$ cat config.mk
export PLATFORM = sky130hd
export DESIGN_NAME = axis_pcie_tx_arb
export DESIGN_NICKNAME = d
export VERILOG_FILES = /design/src/rtl/axis_pcie_tx_arb.sv
export SDC_FILE = /design/constraint.sdc
export NUM_CORES = 1
export LEC_CHECK = 0
export ABC_AREA = 1
export BUFFER_PORTS_ARGS = -buffer_cell sky130_fd_sc_hd__buf_2
export CAP_MARGIN = 10
export CORE_AREA = 2 2 90 92
export DETAILED_ROUTE_END_ITERATION = 10
export DIE_AREA = 0 0 92 94
export GPL_TIMING_DRIVEN = 0
export PLACE_DENSITY_LB_ADDON = 0.2
export SLEW_MARGIN = 20
export SYNTH_ARGS = -nofsm -noshare
export SYNTH_HDL_FRONTEND = slang
export SYNTH_SLANG_ARGS = --single-unit
$ cat constraint.sdc
create_clock -name clk -period 1.4 [get_ports clk]
set_input_delay 0.28 -clock clk [delete_from_list [all_inputs] [get_ports clk]]
set_output_delay 0.28 -clock clk [all_outputs]
set_load 0.03 [all_outputs]
$ cat src/rtl/axis_pcie_tx_arb.sv
// Round-robin packet arbiter: NUM_SRC AXI-Stream PCIe TX requesters onto one
// downstream stream; ownership is held from first beat until the tlast handshake.
package axis_pcie_pkg;
    localparam int unsigned AXIS_PCIE_DW    = 64;
    localparam int unsigned AXIS_PCIE_TX_UW = 8;

    typedef struct packed {
        logic                       tvalid;
        logic [AXIS_PCIE_DW-1:0]    tdata;
        logic                       tlast;
        logic [AXIS_PCIE_TX_UW-1:0] tuser;
    } t_axis_pcie_tx;
endpackage

module axis_pcie_tx_arb
    import axis_pcie_pkg::*;
#(
    parameter int unsigned NUM_SRC = 2,
    parameter int unsigned GRANT_W = $clog2(NUM_SRC)
) (
    input  logic                         clk,
    input  logic                         rst,
    input  t_axis_pcie_tx [NUM_SRC-1:0] s_if,
    output logic [NUM_SRC-1:0]           s_if_tready,
    input  logic [NUM_SRC-1:0]           src_en,
    output t_axis_pcie_tx                m_if,
    input  logic                         m_if_tready,
    output logic [NUM_SRC-1:0]           grant,
    output logic [GRANT_W-1:0]           grant_idx,
    output logic                         busy
);

    typedef enum logic {IDLE, BUSY} state_t;

    state_t             state, state_nxt;
    logic [GRANT_W-1:0] idx_nxt;
    logic               armed;
    logic [NUM_SRC-1:0] req;
    t_axis_pcie_tx      own;
    logic               pkt_end;
    logic               found;
    int unsigned        cand;

    // armed holds off arbitration for the first edge after reset release,
    // so no grant can be registered before the second rising edge.
    always_ff @(posedge clk or posedge rst) begin
        if (rst) begin
            state     <= IDLE;
            grant_idx <= GRANT_W'(NUM_SRC - 1);
            armed     <= 1'b0;
        end else begin
            state     <= state_nxt;
            grant_idx <= idx_nxt;
            armed     <= 1'b1;
        end
    end

    always_comb begin
        state_nxt = state;
        idx_nxt   = grant_idx;
        found     = 1'b0;
        cand      = 0;
        own       = s_if[grant_idx];
        pkt_end   = own.tvalid & m_if_tready & own.tlast;
        req       = '0;
        for (int unsigned i = 0; i < NUM_SRC; i++) begin
            req[i] = s_if[i].tvalid & src_en[i];
        end

        case (state)
            IDLE: begin
                if (armed) begin
                    // Search starts one past the previous owner and wraps.
                    for (int unsigned k = 1; k <= NUM_SRC; k++) begin
                        cand = (32'(grant_idx) + k) % NUM_SRC;
                        if (!found && req[cand]) begin
                            found   = 1'b1;
                            idx_nxt = GRANT_W'(cand);
                        end
                    end
                end
                if (found) begin
                    state_nxt = BUSY;
                end
            end
            BUSY: begin
                if (pkt_end) begin
                    state_nxt = IDLE;
                end
            end
            default: state_nxt = IDLE;
        endcase
    end

    always_comb begin
        busy        = (state == BUSY);
        m_if        = busy ? own : '0;
        grant       = '0;
        s_if_tready = '0;
        for (int unsigned i = 0; i < NUM_SRC; i++) begin
            if (busy && grant_idx == GRANT_W'(i)) begin
                grant[i]       = 1'b1;
                s_if_tready[i] = m_if_tready;
            end
        end
    end

endmodule
==> metrics.cfg <==
[outcome]
status = finished, violations left
violations = setup timing

[clock_network]
cts_sinks = 3
cts_buffers = 3
cts_max_level = 1
clk_pin_slew_ps = 30
clockBufferDepth = 2
worst_skew_pair.late_latency_ps = 220
cts_root_buf = clkbuf_8
cts_tree = yes

[sta]
rsz0062_at_grt = true
maxSlewViolCount = 0
fin_hold_ws_ps = 382
worst_slack_ps = -386
fmax_ghz = 0.560
hold_viol_final = 0
post-route-period-util_pct = 128
fin_crit_ps = 1790
finClkSkew_ps = 1.21
finalSetupViolCount = 78

[critical_path]
cp-start-kind = register
cp_data_required_time_ps = 1120
worstReg2RegStart = grant_idx
reg2reg_setup_slack_ps = 230
crit-reg2reg-capture = busy
reg2reg_depth = 7
end_kind = output pin
arrival_ps = 1510
crit_fanout = 10
crit_type = reg -> out

[global_routing]
grt_pass1_wl_um = 9950
grt_pass1_vias = 2036
antenna_found_initial = 0
grt_overflow = 0
grt_max_degree = 11
grt_use_total_pct = 13.9

[route]
drt-initial-drc-count = 23
vias = 2027
routed_wl_um = 6810
routedWlPerCell_um = 14.4
vias_per_cell = 4.29
drt_pass1_iterations = 4
drc = 0
ant_nets = 0

[run]
drv_cap = 0

[pwr]
power_density_nw_per_um2 = 2780
irDropWorstVdd_v = 0.000965
leakagePower_nw = 1.82

[logic_synthesis]
yosysTopAreaCell = a22o_1
syn_area_per_cell_um2 = 8.31
syn_nets = 274
syn_inst = 121
netlist_area_um2 = 1010
synth.top_cell.area_share_pct = 62.7
ys_warn_count = 0
seq_area_frac_synth_pct = 7.59
synth_area_leaders = a22o_1 63%, buf_6 16%, dfrtp_1 5.0%, nand2_1 3.7%, dfstp_2 2.6%
synth_seq_cells = 3
ys_types = 16

[final_layout]
final_cell_mix = 153 x buf_2, 88 x buf_6, 53 x a22o_2
antennaDiodeCount = 0
area_delta_synth_final_pct = 226
fin_util_pct = 43.1
nets = 524
layout-drive-gt1-share_pct = 93.0
final_common_cell = buf_2

[floorplanning]
ios = 233
dieArea_um2 = 8650
std_cell_rows = 32
die_w_um = 92
core-area_um2 = 7610
die_h_um = 94
initial_core_util_pct = 13.2

[place]
hpwl_um = 5360
io_buffers = 232
place_ws_ps = -277
gp_congestion = 0.808

[hold_path]
hp-class = in -> reg
min_to = busy
whs_path_depth = 4
hp-start = m_if_tready

[registers in the layout, indices dropped and copies added (netlist names)]
| signal | count |
|---|---|
| armed | 1 |
| busy | 1 |
| grant_idx | 1 |
[Yosys cell counts]
cell type	number
clkinv_4	1
inv_1	6
nor2_1	3
nand2_1	10
dfstp_2	1
inv_4	1
a21oi_1	2
inv_2	1
nand3_1	2
a22o_1	72
nand2_2	2
buf_6	14
nor3_1	1
dfrtp_1	2
conb_1	1
o21ai_0	2
[layout make-up]
type	count	area, um^2
inverter	9	53.8
clock buffer	4	45.0
tap	102	128
buffer	14	194
timing repair buffer	244	1780
multi-input combinational	95	995
timing repair inverter	1	8.76
fill	747	4330
sequential	3	77.6
[worst max-delay path, stage by stage (launching register included)]
cell	delay, ps
dfstp_2	570
inv_4	60
nand2_8	100
inv_12	60
buf_12	140
a22o_4	220
buf_6	130
[power breakdown]
| group | switching (mW) | internal [mW] |
|---|---|---|
| logic | 4.46 | 4.23 |
| registers | 0.0434 | 0.133 |
| clock network | 0.0606 | 0.195 |
| total | 4.57 | 4.56 |
[timing repair]
| item | in CTS | in global routing |
|---|---|---|
| buffers inserted | 9 | 0 |
| hold buffers | 1 | 0 |
| cloned | 3 | 0 |
| setup endpoints to repair | 78 | 79 |
| pin swaps | 2 | 1 |
| hold endpoints to repair | 2 | 0 |
| gates resized for setup | 172 | 13 |
[metrics by stage]
step	power, mW	cell area (um^2)	cells	TNS [ps]
4_1_cts	8.98	3220	472	-27800
5_1_grt	9.55	3280	472	-31460
2_1_floorplan	5.05	1220	121	-12720
6_report	9.12	3280	472	-27690
3_3_place_gp	6.59	2510	455	-18050
3_5_place_dp	6.57	2510	455	-18180
[cells by family (layout without fill, tap and decap cells)]
kind of cell / after synthesis / after routing / share of synthesized area, %
simple gates: 18 / 18 / 7.59
buf+inv: 23 / 272 / 19.8
other cells: 1 / 1 / 0.373
compound gates: 76 / 76 / 64.7
flops: 3 / 3 / 7.59
[worst max-delay path by stage]
stage               cells past startpoint        to       from  slack (ps)
floorplan                               5  m_if[55]  grant_idx        -190
global placement                        6  m_if[60]  grant_idx        -270
detailed placement                      6  m_if[60]  grant_idx        -280
CTS                                     6  m_if[13]  grant_idx        -400
global route                            6  m_if[38]  grant_idx        -430
finish                                  6  m_if[58]  grant_idx        -390
[routing by layer]
| metal | up-vias | wire [um] | GRT usage [%] |
|---|---|---|---|
| li1 | 989 | - | - |
| met1 | 919 | 2560 | 16.1 |
| met2 | 115 | 3710 | 27.1 |
| met3 | 4 | 524 | 2.89 |
| met4 | 0 | 27 | 1.49 |
| met5 | - | 0 | 0 |
No activity file was read; power rests on OpenSTA's default activity.
